`config.mk`:
```
export PLATFORM = sky130hd
export DESIGN_NAME = clock_div_sched_flat
export DESIGN_NICKNAME = d
export VERILOG_FILES = /design/src/rtl/clock_div_sched_pkg.sv /design/src/rtl/clock_div_sched_if.sv /design/src/rtl/clock_div_sched_arb.sv /design/src/rtl/clock_div_sched.sv /design/src/flat_wrapper.sv
export SDC_FILE = /design/constraint.sdc
export NUM_CORES = 1
export LEC_CHECK = 0
export CAP_MARGIN = 10
export CELL_PAD_IN_SITES_DETAIL_PLACEMENT = 1
export CELL_PAD_IN_SITES_GLOBAL_PLACEMENT = 2
export CORE_AREA = 2 2 103 105
export DETAILED_ROUTE_END_ITERATION = 8
export DIE_AREA = 0 0 105 107
export PLACE_DENSITY = 0.8
export REMOVE_ABC_BUFFERS = 1
export SETUP_SLACK_MARGIN = 0.5
export SLEW_MARGIN = 25
export SYNTH_ARGS = -nofsm -noshare
export SYNTH_HDL_FRONTEND = slang
export SYNTH_SLANG_ARGS = --single-unit
```
`constraint.sdc`:
```
create_clock -name clk_in -period 2.6 [get_ports clk_in]
set_input_delay 0.52 -clock clk_in [delete_from_list [all_inputs] [get_ports clk_in]]
set_output_delay 0.52 -clock clk_in [all_outputs]
set_load 0.02 [all_outputs]
```
`src/rtl/clock_div_sched_pkg.sv`:
```
// Shared types and default sizing for the scheduled clock divider.
package clock_div_sched_pkg;

   localparam int unsigned WIDTH       = 16;
   localparam int unsigned DEFAULT_DIV = 12587;

   typedef enum logic [1:0] {
      IDLE = 2'd0,
      RUN  = 2'd1,
      PEND = 2'd2
   } state_e;

endpackage

```
`src/rtl/clock_div_sched_if.sv`:
```
// Control, divisor-request handshake and divided-clock outputs of clock_div_sched.
interface clock_div_sched_if #(
   parameter int unsigned WIDTH = clock_div_sched_pkg::WIDTH
);
   import clock_div_sched_pkg::*;

   logic             en;
   logic             req0;
   logic             req1;
   logic [WIDTH-1:0] div0;
   logic [WIDTH-1:0] div1;
   logic             ack0;
   logic             ack1;
   logic             clk_out;
   logic             tick;
   logic [WIDTH-1:0] active_div;
   logic             busy;

   modport master (
      output en, req0, req1, div0, div1,
      input  ack0, ack1, clk_out, tick, active_div, busy
   );

   modport slave (
      input  en, req0, req1, div0, div1,
      output ack0, ack1, clk_out, tick, active_div, busy
   );

endinterface

```
`src/rtl/clock_div_sched_arb.sv`:
```
// Two-way fixed-priority grant: requester 0 wins over requester 1.
module clock_div_sched_arb (
   input  logic       allow_i,
   input  logic [1:0] req_i,
   output logic [1:0] gnt_c_o
);

   always_comb begin
      gnt_c_o = 2'b00;
      if (allow_i) begin
         if (req_i[0]) begin
            gnt_c_o = 2'b01;
         end else if (req_i[1]) begin
            gnt_c_o = 2'b10;
         end
      end
   end

endmodule

```
`src/rtl/clock_div_sched.sv`:
```
// Programmable clock divider whose terminal count is changed by two arbitrated
// requesters; changes taken while running are deferred to the next toggle.
module clock_div_sched #(
   parameter int unsigned WIDTH       = clock_div_sched_pkg::WIDTH,
   parameter int unsigned DEFAULT_DIV = clock_div_sched_pkg::DEFAULT_DIV
) (
   input logic              clk_in,
   input logic              rst_n,
   clock_div_sched_if.slave bus
);
   import clock_div_sched_pkg::*;

   localparam logic [WIDTH-1:0] RST_DIV = WIDTH'(DEFAULT_DIV);

   state_e           state_q, state_d;
   logic [WIDTH-1:0] cnt_q, cnt_d;
   logic [WIDTH-1:0] active_q, active_d;
   logic [WIDTH-1:0] shadow_q, shadow_d;
   logic             clk_out_q, clk_out_d;
   logic             tick_q, tick_d;
   logic             ack0_q, ack0_d;
   logic             ack1_q, ack1_d;
   logic             busy_q, busy_d;

   logic [1:0]       gnt_c;
   logic             accept_c;
   logic [WIDTH-1:0] sel_div_c;

   // A requester already being acknowledged is masked so a slow drop of req
   // cannot produce a second acceptance of the same request.
   clock_div_sched_arb u_arb (
      .allow_i (state_q != PEND),
      .req_i   ({bus.req1 & ~ack1_q, bus.req0 & ~ack0_q}),
      .gnt_c_o (gnt_c)
   );

   assign accept_c  = |gnt_c;
   assign sel_div_c = gnt_c[0] ? bus.div0 : bus.div1;

   // Next-state, counter, toggle and divisor scheduling.
   always_comb begin
      state_d   = state_q;
      cnt_d     = cnt_q;
      active_d  = active_q;
      shadow_d  = shadow_q;
      clk_out_d = clk_out_q;
      tick_d    = 1'b0;
      ack0_d    = gnt_c[0];
      ack1_d    = gnt_c[1];

      if (accept_c) begin
         shadow_d = sel_div_c;
      end

      unique case (state_q)
         IDLE: begin
            cnt_d     = '0;
            clk_out_d = 1'b0;
            if (accept_c) begin
               active_d = sel_div_c;
            end
            if (bus.en) begin
               state_d = RUN;
            end
         end

         RUN, PEND: begin
            if (!bus.en) begin
               state_d   = IDLE;
               cnt_d     = '0;
               clk_out_d = 1'b0;
               if (state_q == PEND) begin
                  active_d = shadow_q;
               end
               // Stopping and accepting together: nothing is left to defer.
               if (accept_c) begin
                  active_d = sel_div_c;
               end
            end else begin
               if (cnt_q == active_q) begin
                  cnt_d     = '0;
                  clk_out_d = ~clk_out_q;
                  tick_d    = 1'b1;
                  if (state_q == PEND) begin
                     active_d = shadow_q;
                     state_d  = RUN;
                  end
               end else begin
                  cnt_d = cnt_q + WIDTH'(1);
               end
               if (accept_c) begin
                  state_d = PEND;
               end
            end
         end

         default: begin
            state_d   = IDLE;
            cnt_d     = '0;
            clk_out_d = 1'b0;
         end
      endcase

      busy_d = (state_d == PEND);
   end

   always_ff @(posedge clk_in or negedge rst_n) begin
      if (!rst_n) begin
         state_q   <= IDLE;
         cnt_q     <= '0;
         active_q  <= RST_DIV;
         shadow_q  <= RST_DIV;
         clk_out_q <= 1'b0;
         tick_q    <= 1'b0;
         ack0_q    <= 1'b0;
         ack1_q    <= 1'b0;
         busy_q    <= 1'b0;
      end else begin
         state_q   <= state_d;
         cnt_q     <= cnt_d;
         active_q  <= active_d;
         shadow_q  <= shadow_d;
         clk_out_q <= clk_out_d;
         tick_q    <= tick_d;
         ack0_q    <= ack0_d;
         ack1_q    <= ack1_d;
         busy_q    <= busy_d;
      end
   end

   assign bus.clk_out    = clk_out_q;
   assign bus.tick       = tick_q;
   assign bus.ack0       = ack0_q;
   assign bus.ack1       = ack1_q;
   assign bus.active_div = active_q;
   assign bus.busy       = busy_q;

endmodule

```
`src/flat_wrapper.sv`:
```
// flat-port wrapper written by rule: the top's interface ports become plain ports
module clock_div_sched_flat import clock_div_sched_pkg::*;
#(
   parameter int unsigned WIDTH       = clock_div_sched_pkg::WIDTH,
   parameter int unsigned DEFAULT_DIV = clock_div_sched_pkg::DEFAULT_DIV
)
  (clk_in, rst_n, bus_en, bus_req0, bus_req1, bus_div0, bus_div1, bus_ack0, bus_ack1, bus_clk_out, bus_tick, bus_active_div, bus_busy);
  clock_div_sched_if #(.WIDTH(WIDTH)) bus_i ();
  input logic clk_in;
  input logic rst_n;
  input wire logic [$bits(bus_i.en)-1:0] bus_en;
  input wire logic [$bits(bus_i.req0)-1:0] bus_req0;
  input wire logic [$bits(bus_i.req1)-1:0] bus_req1;
  input wire logic [$bits(bus_i.div0)-1:0] bus_div0;
  input wire logic [$bits(bus_i.div1)-1:0] bus_div1;
  output wire logic [$bits(bus_i.ack0)-1:0] bus_ack0;
  output wire logic [$bits(bus_i.ack1)-1:0] bus_ack1;
  output wire logic [$bits(bus_i.clk_out)-1:0] bus_clk_out;
  output wire logic [$bits(bus_i.tick)-1:0] bus_tick;
  output wire logic [$bits(bus_i.active_div)-1:0] bus_active_div;
  output wire logic [$bits(bus_i.busy)-1:0] bus_busy;
  assign bus_i.en = bus_en;
  assign bus_i.req0 = bus_req0;
  assign bus_i.req1 = bus_req1;
  assign bus_i.div0 = bus_div0;
  assign bus_i.div1 = bus_div1;
  assign bus_ack0 = bus_i.ack0;
  assign bus_ack1 = bus_i.ack1;
  assign bus_clk_out = bus_i.clk_out;
  assign bus_tick = bus_i.tick;
  assign bus_active_div = bus_i.active_div;
  assign bus_busy = bus_i.busy;
  clock_div_sched #(.WIDTH(WIDTH), .DEFAULT_DIV(DEFAULT_DIV)) u_core (.clk_in(clk_in), .rst_n(rst_n), .bus(bus_i));
endmodule
```
After elaboration in Yosys (flattened, before gate mapping) --
Cells that the tools add are included.
Word-level totals: register bits 55, input bits 37, output and inout port bits 21, word-level logic and storage cells 52
Operators by class: $add $sub $neg 1, equality and inequality tests 7, mux-type cells 25, bitwise gates (word level) 5, reductions and logical operators 5
Operator list (number):
- 16-bit 2-to-1 mux | 9
- 16-bit case mux with 2 select lines | 1
- 16-bit by 1-bit adder with 16-bit output, second input constant | 1
- 16-bit == test | 1
- 2-bit 2-to-1 mux | 8
- 1-bit 2-to-1 mux | 6
- 2-bit == test, second input constant | 2
- 2-bit case mux with 2 select lines | 1
- 2-bit OR reduction | 2
- 3-bit by 2-bit != test with 1-bit output, second input constant | 1
- 1-bit inverter | 3
- 3-bit AND reduction | 1
- 1-bit bitwise AND | 2
- 2-bit by 1-bit == test with 1-bit output, second input constant | 1
- 2-bit logical NOT | 1
- 2-bit by 1-bit != test with 1-bit output, second input constant | 1
- 2-bit != test, second input constant | 1
- 2-bit nonzero test | 1

Depth between registers and ports, before layout --
Gate-level depths: netlist (run 1).
depth in word-level cells 10, mapped depth 9, gate-level depth less buffers 6

By module --
A second synthesis (run 1) with hierarchy kept.
Second synthesis, totals: cell total of the unflattened synthesis 293, area, all modules 2920.3 um^2
By module, submodules not included:
- clock_div_sched | times used 1, cells each 291, area each 2904.0 um^2, seq. area each 1393.8 um^2
- clock_div_sched_arb | times used 1, cells each 2, area each 16.3 um^2, seq. area each 0.0 um^2

Worst setup path after synthesis (run 1) --
Ideal clock, no wire load.
path kind register -> register, start point reg u_core.state_q[0], end point reg u_core.active_q[10] (netlist: u_core.bus.active_div[10]), library setup time 0.120 ns, arrival 1.932 ns, data required time 2.480 ns, setup slack 0.548 ns, stages on the path, launching flop included 9, buffers on the path 2, period minus slack after synthesis 2.052 ns, path through dfrtp_1 inv_1 ha_1 clkbuf_1 nor2_2 buf_2 mux2i_1 a21oi_1 o22a_2
On the way: word-level cells in the longest chain between the ends 6, elaborated cells between the ends (all ways) 18, those cells by class eq/ne (5); mux (8); reduce/logical (5)
RTL lines:
- start: declaration | RTL line clock_div_sched.sv:15 | state_e state_q, state_d;
- start signal: assignment | RTL line clock_div_sched.sv:119 | state_q <= state_d;
- 2-bit != test (*) | RTL line clock_div_sched.sv:32 | .allow_i (state_q != PEND),
- 2-bit 2-to-1 mux (*) | RTL line clock_div_sched_arb.sv:10 | if (allow_i) begin
- via u_core.gnt_c[0] | RTL line clock_div_sched.sv:25 | logic [1:0] gnt_c;
- 16-bit 2-to-1 mux or 2-bit OR reduction (tied branches) | RTL line clock_div_sched.sv:38, clock_div_sched.sv:37
- 16-bit 2-to-1 mux | RTL line clock_div_sched.sv:76 | if (accept_c) begin
- 16-bit 2-to-1 mux | RTL line clock_div_sched.sv:68 | if (!bus.en) begin
- 16-bit case mux with 2 select lines | RTL line clock_div_sched.sv:55 | unique case (state_q)
- end signal: assignment | RTL line clock_div_sched.sv:121 | active_q <= active_d;
- end: declaration | RTL line clock_div_sched.sv:17 | logic [WIDTH-1:0] active_q, active_d;
The timed path passes the listed nets; every way through them passes the cells marked *. The select of a mux whose other input is x is not followed. A chain may end at the register's enable or synchronous reset.

Final worst setup path (run 1) --
start point reg u_core.active_q[1] (netlist: u_core.bus.active_div[1]), end point out bus_active_div[1]
RTL lines:
- end: declaration | RTL line flat_wrapper.sv:20 | output wire logic [$bits(bus_i.active_div)-1:0] bus_active_div;
No word-level cell between the ends.

==> results of run 1 <==
[worst paths after layout]
path                                                      start                                    to  slack [ns]
max                        u_core.bus.active_div[1]$_DFFE_PN1P_                     bus_active_div[1]        0.55
min                                                       rst_n             u_core.bus.ack1$_DFF_PN0_        0.13
max reg2reg                         u_core.state_q[0]$_DFF_PN0_  u_core.bus.active_div[4]$_DFFE_PN0P_        0.62
min reg2reg                      u_core.shadow_q[5]$_DFFE_PN1P_        u_core.shadow_q[5]$_DFFE_PN1P_        0.49
max in group asynchronous                                 rst_n  u_core.bus.active_div[5]$_DFFE_PN1P_        1.77
min in group clk_in              u_core.shadow_q[5]$_DFFE_PN1P_        u_core.shadow_q[5]$_DFFE_PN1P_        0.49
[synth_stat cells, drive strengths merged]
library cell / n
nand4: 9
nor2: 36
and2: 3
xor2: 10
xnor2: 21
clkbuf: 8
nand3: 2
o21ai: 19
and4: 2
dfrtp: 41
nand2: 24
and3: 3
or2: 1
buf: 5
inv: 3
o22ai: 1
ha: 5
or3: 1
nor3: 2
dfstp: 14
nand2b: 2
nor4: 1
o22a: 17
nor3b: 1
mux2i: 17
o221a: 1
a21o: 1
a21oi: 18
mux2: 1
[state kept, by name, indices dropped and copies added (netlist names), 2 cells and up]
signal,count
u_core.cnt_q,16
u_core.shadow_q,16
u_core.state_q,2
u_core.bus.active_div,16
[final cells by class]
class                           count  area, um2  share of cell area
Clock buffer                        6       72.6              0.0197
Clock inverter                      2       60.1              0.0163
Inverter                            3       11.3             0.00306
Multi-Input combinational cell    198       1330               0.361
Sequential cell                    55       1390               0.379
Tap cell                          136        170              0.0463
Timing Repair Buffer               67        641               0.174
[power by group]
group / total [mW] / switching (mW) / internal, mW
Combinational: 2.00 / 1.06 / 0.941
Sequential: 1.49 / 0.259 / 1.24
Clock: 0.670 / 0.284 / 0.385
[layout by cell type (no fill, tap or decap), types with 2 or more instances in the layout]
cell and instances:
clkdlybuf4s50_1 56, dfrtp_1 41, nor2_1 35, nand2_1 24, xnor2_1 21, a21oi_1 18
o21ai_0 17, mux2i_1 16, dfstp_2 14, xor2_1 10, buf_4 10, nand4_1 9
o22a_2 9, o22a_1 8, ha_1 5, clkbuf_8 5, inv_1 3, and2_1 3
nand2b_1 2, nor3_1 2, and3_1 2, and4_1 2, nand3_1 2, bufinv_16 2
[what timing repair did]
item                                    CTS  global route
cloned                                    0             0
hold buffers                              0             0
pin swaps                                 1             0
endpoints found under the setup margin    5             3
gates resized for setup                   0             2
buffers inserted                          2             0
[logic make-up (layout without fill, tap and decap cells)]
family                     after synthesis  after routing
and+or+nand+nor                         87             87
AOI/OAI and AO/OA                       57             57
DFF                                     55             55
xor gates and xnor gates                31             31
muxes                                   18             18
buffers and inverters                   16             78
adders and majority gates                5              5
[per-layer routing]
layer  GRT usage  up-vias
li1            -     1048
met1       0.171     1084
met2       0.228       45
met3      0.0310        8
met4      0.0371        0
met5           0        -
==> impl_metrics.py, run 1 <==
metrics = {
    "synth": {
        "synth_area_per_cell_um2": 10.4,
        "yosys.area.top_type_share": 0.367,
        "synth_top_family_by_area": "simple AND/OR/NAND/NOR gates",
        "synth_mux_area_frac": 0.0649,
        "yosys.area_share.simple": 0.148,
        "synth-xor-area-share": 0.0971,
        "yosysTopAreaCell": "dfrtp_1",
        "synth_fa_ha_area_frac": 0.0224,
        "synth-compound-area-share": 0.138,
        "synth.distinct_cells": 35,
        "yosys-top-cells-area": "dfrtp_1, dfstp_2, xnor2_1, mux2i_1, nor2_1",
        "ys_seq_area_frac": 0.498,
        "ys_seq_elements": 55,
        "synth_warnings": 0,
        "syn_area_um2": 2800,
        "synthCells": 269,
    },
    "power": {
        "total_power_mw": 4.17,
        "p_leak_nw": 1.46,
        "ir_drop_v": 0.000563,
        "p_per_area_nw_per_um2": 1130,
    },
    "status": {
        "status": "complete, no violations",
    },
    "setup_path": {
        "cpPeakStageDelay_ns": 0.62,
        "crit_path_max_fanout": 3,
        "cp_num_buf_inv": 1,
        "worstSetupPathType": "flip-flop to primary output",
        "crit_chain": "clkdlybuf4s50_1",
        "end_kind": "primary output",
        "path_depth": 1,
        "crit_family": "buffers and inverters",
        "start_kind": "flip-flop",
        "rr_worst_depth": 6,
        "critPathRequiredTime_ns": 2.08,
        "crit_slowest_cell": "clkdlybuf4s50_1",
        "crit_arrival_ns": 1.53,
    },
    "die": {
        "core_area_um2": 10100,
        "die_y_um": 107,
        "die_w_um": 105,
        "die-area_um2": 11200,
        "rows": 37,
        "ios": 58,
        "floorplan.initialDensity": 0.277,
    },
    "clock_tree": {
        "cts.sinks": 55,
        "cts_buffers": 5,
        "clk_pin_slew_ns": 0.10,
        "cts_root_buf": "clkbuf_8",
        "htreeDepth": 2,
        "cts_tree": "done",
        "clockBufferDepth": 2,
        "clk_latency_ns": 0.32,
    },
    "timing": {
        "rsz0062_at_grt": "false",
        "finClkSkew_ns": 0.0117,
        "worst_slew_pin_slew_ns": 0.553,
        "layout_worst_path_cycle_share": 0.790,
        "finalSetupViolCount": 0,
        "finalWorstSetupSlack_ns": 0.547,
        "max_slew_margin": 0.630,
        "finalMaxSlewViolations": 0,
        "finalHoldViolCount": 0,
        "period_minus_slack_ns": 2.05,
        "hold_ws_ns": 0.134,
        "fmax_mhz": 487,
        "tns_ns": 0,
    },
    "place": {
        "finalWeightedCongestion": 0.724,
        "placed_area_um2": 3520,
        "post-place-ws_ns": 0.311,
        "dp_hpwl_um": 5270,
        "dp.cells": 457,
        "numPortBuffers": 57,
    },
    "final_layout": {
        "diodes": 0,
        "fin_util": 0.364,
        "area_growth_pct": 31.5,
        "nNetsFinal": 372,
        "fillers": 1184,
        "stdcell_count": 467,
        "final_cell_area_um2": 3680,
        "layout-drive-gt1-share": 0.151,
    },
    "worst_hold_path": {
        "hold_class": "primary input to asynchronous set/reset pin",
    },
    "global_routing": {
        "antenna_found_initial": 0,
        "gr-total-overflow": 0,
        "grt_max_degree": 27,
        "grt_usage": 0.134,
        "grt_pass1_vias": 2342,
        "grt_pass1_wl_um": 11900,
    },
    "route": {
        "drt-total-wl_um": 6990,
        "drt_pass1_iterations": 4,
        "wl_per_cell_um": 15.0,
        "top_layer": "met4",
        "wl_met1_um": 3310,
        "vias_per_cell": 4.68,
        "drc_errors": 0,
        "wl_met2_um": 3310,
        "drtIter0Drc": 54,
        "wl_met3_um": 296,
        "via_count": 2185,
        "antenna_left": 0,
    },
    "flow_run": {
        "maxCapViolCount": 0,
    },
}
Note: power is estimated with default switching activity, not from simulation.
==> run 2: changes to the inputs <==
==> constraint.sdc (replaced) <==
create_clock -name clk_in -period 1.9 [get_ports clk_in]
set_input_delay 0.38 -clock clk_in [delete_from_list [all_inputs] [get_ports clk_in]]
set_output_delay 0.38 -clock clk_in [all_outputs]
set_load 0.02 [all_outputs]
==> run 2 against run 1 <==
Effect of this change: the flow now finishes with violations (negative setup slack); die area unchanged; global-route usage up 2.9 points; clock power up 8.2%; via count up 12%; cell count up 10%; first-iteration DRC count up 100%; core utilization up 7.7 points; power up 67%; critical path type is now flip-flop to flip-flop; critical endpoint is now u_core.bus.busy$_DFF_PN0_.
==> impl_metrics.py, run 2 (same netlist as run 1, synthesis figures left out) <==
metrics = {
    "power": {
        "total_power_mw": 6.97,
        "power_frac_comb": 0.607,
        "ir_drop_v": 0.000659,
        "p_clk_frac": 0.104,
        "switching_share": 0.396,
        "p_seq_frac": 0.289,
        "p_sw_mw": 2.76,
        "power.internal_mw": 4.21,
        "p_leak_nw": 1.81,
        "p_per_area_nw_per_um2": 1570,
    },
    "die": {
        "ios": 58,
        "rows": 37,
        "die-area_um2": 11200,
        "floorplan.initialDensity": 0.277,
        "core_area_um2": 10100,
        "die_w_um": 105,
        "die_y_um": 107,
    },
    "final_layout": {
        "fin_util": 0.441,
        "nNetsFinal": 421,
        "area_growth_pct": 59.1,
        "layout-drive-gt1-share": 0.384,
        "mostFrequentLayoutCells": "dfrtp_1, nor2_1, buf_6, clkdlybuf4s50_1, buf_4",
        "final_common_cell": "dfrtp_1",
        "diodes": 0,
    },
    "setup_path": {
        "end_kind": "flip-flop",
        "rr_worst_depth": 7,
        "reg2reg_slack_ns": -0.02,
        "crit_arrival_ns": 2.18,
        "worstSetupPathType": "flip-flop to flip-flop",
        "crit_path_max_fanout": 5,
        "critPathRequiredTime_ns": 2.16,
        "start_kind": "flip-flop",
    },
    "global_routing": {
        "antenna_found_initial": 0,
        "grt_pass1_wl_um": 14400,
        "grt_max_degree": 56,
        "gr-total-overflow": 0,
        "grt_usage": 0.163,
        "grt_pass1_vias": 2693,
    },
    "route": {
        "drc_errors": 0,
        "antenna_left": 0,
        "drtIter0Drc": 110,
        "vias_per_cell": 4.72,
        "drt_pass1_iterations": 4,
        "drt-total-wl_um": 8850,
        "wl_per_cell_um": 17.1,
        "via_count": 2438,
    },
    "timing": {
        "max_slew_margin": 0.665,
        "finalSetupViolCount": 1,
        "period_minus_slack_ns": 1.92,
        "rsz0062_at_grt": "true",
        "finClkSkew_ns": 0.0202,
        "finalHoldViolCount": 0,
        "fmax_mhz": 520,
        "worst_slew_pin_slew_ns": 0.501,
        "layout_worst_path_cycle_share": 1.01,
        "finalMaxSlewViolations": 0,
        "finalWorstSetupSlack_ns": -0.0225,
        "hold_ws_ns": 0.0426,
    },
    "clock_tree": {
        "cts_root_buf": "clkbuf_8",
        "cts_buffers": 5,
        "ctsHoldBuffers": 0,
        "cts.sinks": 55,
        "cts_tree": "done",
        "clk_pin_slew_ns": 0.12,
        "clk_latency_ns": 0.33,
        "htreeDepth": 2,
        "clockBufferDepth": 2,
    },
    "status": {
        "status": "finished, violations left",
        "violations": "negative setup slack",
    },
    "flow_run": {
        "maxCapViolCount": 0,
    },
    "place": {
        "dp_hpwl_um": 5830,
        "finalWeightedCongestion": 0.763,
        "numPortBuffers": 57,
    },
    "worst_hold_path": {
        "hold_class": "primary input to asynchronous set/reset pin",
    },
}
-- run 2: final timing paths --
kind	startpoint	to
min	rst_n	u_core.bus.ack0$_DFF_PN0_
max	u_core.bus.active_div[5]$_DFFE_PN1P_	u_core.bus.busy$_DFF_PN0_
min reg2reg	u_core.shadow_q[13]$_DFFE_PN1P_	u_core.shadow_q[13]$_DFFE_PN1P_
max reg2reg	u_core.bus.active_div[5]$_DFFE_PN1P_	u_core.bus.busy$_DFF_PN0_
min in group clk_in	u_core.shadow_q[13]$_DFFE_PN1P_	u_core.shadow_q[13]$_DFFE_PN1P_
max in group asynchronous	rst_n	u_core.bus.active_div[13]$_DFFE_PN1P_
-- run 2: layer usage --
| metal | up-vias | routed length [um] | global-route usage |
|---|---|---|---|
| met3 | 4 | 310 | 0.0292 |
| met1 | 1225 | 3940 | 0.209 |
| met2 | 49 | 4550 | 0.294 |
| li1 | 1160 | - | - |
| met5 | - | 0 | 0 |
| met4 | 0 | 53 | 0.0229 |
-- run 2: power by group through the flow --
stage / Combinational [mW] / Sequential [mW] / Clock, mW
global placement: 3.22 / 1.96 / 0
finish: 4.23 / 2.01 / 0.725
global route: 4.56 / 2.06 / 0.787
floorplan: 1.53 / 2.18 / 0
CTS: 4.06 / 1.99 / 0.749
detailed placement: 3.32 / 1.98 / 0
-- run 2: per-stage QoR --
step	instance area (um2)	worst slack, ns	TNS [ns]	cells
3_3_place_gp	3810	-0.123	-1.84	489
2_1_floorplan	2720	-0.344	-5.05	256
3_5_place_dp	3810	-0.165	-2.67	489
4_1_cts	4370	0.0168	0	511
5_1_grt	4450	-0.130	-1.42	516
6_report	4450	-0.0225	-0.0225	516
-- run 2: repair_timing --
action                     4_1_cts  5_1_grt
buffers inserted                12        5
hold endpoints to repair         0        0
cloned                           2        0
gates resized for setup        175       17
setup endpoints to repair       74       72
pin swaps                       10        6
-- run 2: final cells by class --
cell class / instances / area, um2
Clock inverter: 3 / 31.3
Inverter: 3 / 11.3
Fill cell: 1111 / 5640
Tap cell: 136 / 170
Clock buffer: 5 / 68.8
Timing Repair Buffer: 115 / 1160
Multi-Input combinational cell: 199 / 1610
Sequential cell: 55 / 1400
-- run 2: critical path, stage by stage (launching register included) --
cell and delay, ns:
dfstp_2 0.58, xnor2_2 0.11, nand4_1 0.19, nor4_4 0.30, buf_6 0.18, buf_6 0.12, mux2i_2 0.21, and3_1 0.17
==> run 3: changes to the inputs <==
--- a/config.mk
+++ b/config.mk
@@ -11,7 +11,8 @@
 export CORE_AREA = 2 2 103 105
 export DETAILED_ROUTE_END_ITERATION = 8
 export DIE_AREA = 0 0 105 107
-export PLACE_DENSITY = 0.8
+export DONT_BUFFER_PORTS = 1
+export PLACE_DENSITY = 0.68
 export REMOVE_ABC_BUFFERS = 1
 export SETUP_SLACK_MARGIN = 0.5
 export SLEW_MARGIN = 25
==> run 3 against run 2 <==
Effect of this change: the run ends with negative hold slack left; sequential power shrank 2%; die area is the same; setup slack improved by 0.035 ns; cell area is 14% lower; critical path depth did not move; register-to-register slack improved by 0.04 ns; flip-flop and latch count is the same; clock power up 12%.
==> impl_metrics.py, run 3 (same netlist as run 1, synthesis figures left out) <==
metrics = {
    "setup_path": {
        "end_kind": "flip-flop",
        "startpoint": "u_core.bus.active_div[3]$_DFFE_PN1P_",
        "critPathRequiredTime_ns": 2.16,
        "crit_path_max_fanout": 5,
        "crit_arrival_ns": 2.14,
        "reg2reg_from": "u_core.bus.active_div[3]$_DFFE_PN1P_",
        "start_kind": "flip-flop",
        "worstSetupPathType": "flip-flop to flip-flop",
    },
    "timing": {
        "finClkSkew_ns": 0.0119,
        "finalMaxSlewViolations": 0,
        "period_minus_slack_ns": 1.89,
        "tns_ns": 0,
        "max_slew_margin": 0.690,
        "finalWorstSetupSlack_ns": 0.0127,
        "finalHoldViolCount": 55,
        "hold_ws_ns": -0.252,
        "layout_worst_path_cycle_share": 0.993,
        "rsz0062_at_grt": "true",
        "fmax_mhz": 530,
        "worst_slew_pin_slew_ns": 0.464,
        "finalSetupViolCount": 0,
    },
    "die": {
        "die_y_um": 107,
        "rows": 37,
        "core_area_um2": 10100,
        "floorplan.initialDensity": 0.277,
        "ios": 58,
        "die-area_um2": 11200,
        "die_w_um": 105,
    },
    "route": {
        "antenna_left": 0,
        "drtIter0Drc": 41,
        "wl_per_cell_um": 17.4,
        "vias_per_cell": 4.82,
        "via_count": 2167,
        "drt-total-wl_um": 7850,
        "drc_errors": 0,
        "drt_pass1_iterations": 4,
    },
    "place": {
        "dp.cells": 429,
        "numPortBuffers": 0,
        "placed_area_um2": 3220,
        "dp_hpwl_um": 5330,
        "post-place-ws_ns": -0.0736,
        "finalWeightedCongestion": 0.771,
    },
    "clock_tree": {
        "cts_root_buf": "clkbuf_8",
        "cts_tree": "done",
        "htreeDepth": 2,
        "clk_pin_slew_ns": 0.11,
        "clk_latency_ns": 0.32,
        "clockBufferDepth": 2,
        "cts.sinks": 55,
        "cts_buffers": 5,
    },
    "status": {
        "status": "finished, violations left",
        "violations": "negative hold slack",
    },
    "final_layout": {
        "nNetsFinal": 355,
        "fillers": 1130,
        "final_cell_area_um2": 3810,
        "diodes": 0,
        "stdcell_count": 450,
        "final_common_cell": "dfrtp_1",
        "mostFrequentLayoutCells": "dfrtp_1, nor2_1, buf_4, nand2_1, a21oi_1",
        "area_growth_pct": 36.3,
        "layout-drive-gt1-share": 0.373,
        "fin_util": 0.378,
    },
    "global_routing": {
        "grt_max_degree": 56,
        "gr-total-overflow": 0,
        "antenna_found_initial": 0,
        "grt_usage": 0.151,
        "grt_pass1_vias": 2454,
        "grt_pass1_wl_um": 13200,
    },
    "flow_run": {
        "maxCapViolCount": 0,
    },
    "power": {
        "p_leak_nw": 1.50,
        "ir_drop_v": 0.000555,
        "p_per_area_nw_per_um2": 1660,
    },
    "worst_hold_path": {
        "hold_class": "primary input to asynchronous set/reset pin",
    },
}
run 3: cell count changes in the layout (fill, tap and decap cells not counted), sizes merged, moves of 2 or more:
cell,previous run,this run
buf,75,49
clkdlybuf4s15,3,0
clkdlybuf4s50,34,0
inv,5,3
run 3: cell type report:
type	count	area, um2	area share
Clock buffer	6	72.6	0.0190
Clock inverter	2	37.5	0.00985
Inverter	3	11.3	0.00295
Multi-Input combinational cell	199	1620	0.425
Sequential cell	55	1400	0.366
Tap cell	136	170	0.0446
Timing Repair Buffer	49	503	0.132
run 3: power by group:
part	total, mW	switching (mW)	internal (mW)
Combinational	3.56	1.82	1.74
Clock	0.810	0.415	0.394
Sequential	1.97	0.280	1.69
Total	6.34	2.51	3.83
run 3: worst paths after layout:
check | slack (ns) | cells past startpoint | endpoint
max in group asynchronous | 1.94 | 0 | u_core.bus.active_div[13]$_DFFE_PN1P_
setup reg to reg | 0.01 | 7 | u_core.bus.busy$_DFF_PN0_
min in group clk_in | 0.23 | 2 | u_core.shadow_q[5]$_DFFE_PN1P_
setup / recovery | 0.01 | 7 | u_core.bus.busy$_DFF_PN0_
hold reg to reg | 0.47 | 2 | u_core.shadow_q[12]$_DFFE_PN1P_
hold / removal | -0.25 | 0 | u_core.cnt_q[12]$_DFF_PN0_
run 3: layer usage:
layer	GRT usage	wire length (um)	vias up
met5	0	0	-
met4	0.0343	78	0
met3	0.0498	585	7
met2	0.256	3740	51
met1	0.188	3440	1080
li1	-	-	1029
run 3: repair_timing:
item | in CTS | in global routing
resized for setup | 67 | 14
hold endpoints to repair | 55 | 55
setup buffers | 10 | 1
pin swaps | 10 | 5
setup endpoints to repair | 60 | 60
gates cloned | 2 | 0
run 3: critical path, stage by stage, from the launching register on:
cell and delay (ns):
dfstp_2 0.57, xnor2_2 0.10, nand4_1 0.15, nor4_4 0.31, buf_6 0.17, buf_6 0.12, mux2i_4 0.22, and3_1 0.17
run 3: per-stage QoR:
stage	total power, mW	hold slack [ns]
global placement	4.81	0.0858
finish	6.34	-0.252
global route	6.79	-0.274
detailed placement	4.89	0.0859
CTS	6.32	-0.275
floorplan	3.71	0.0844
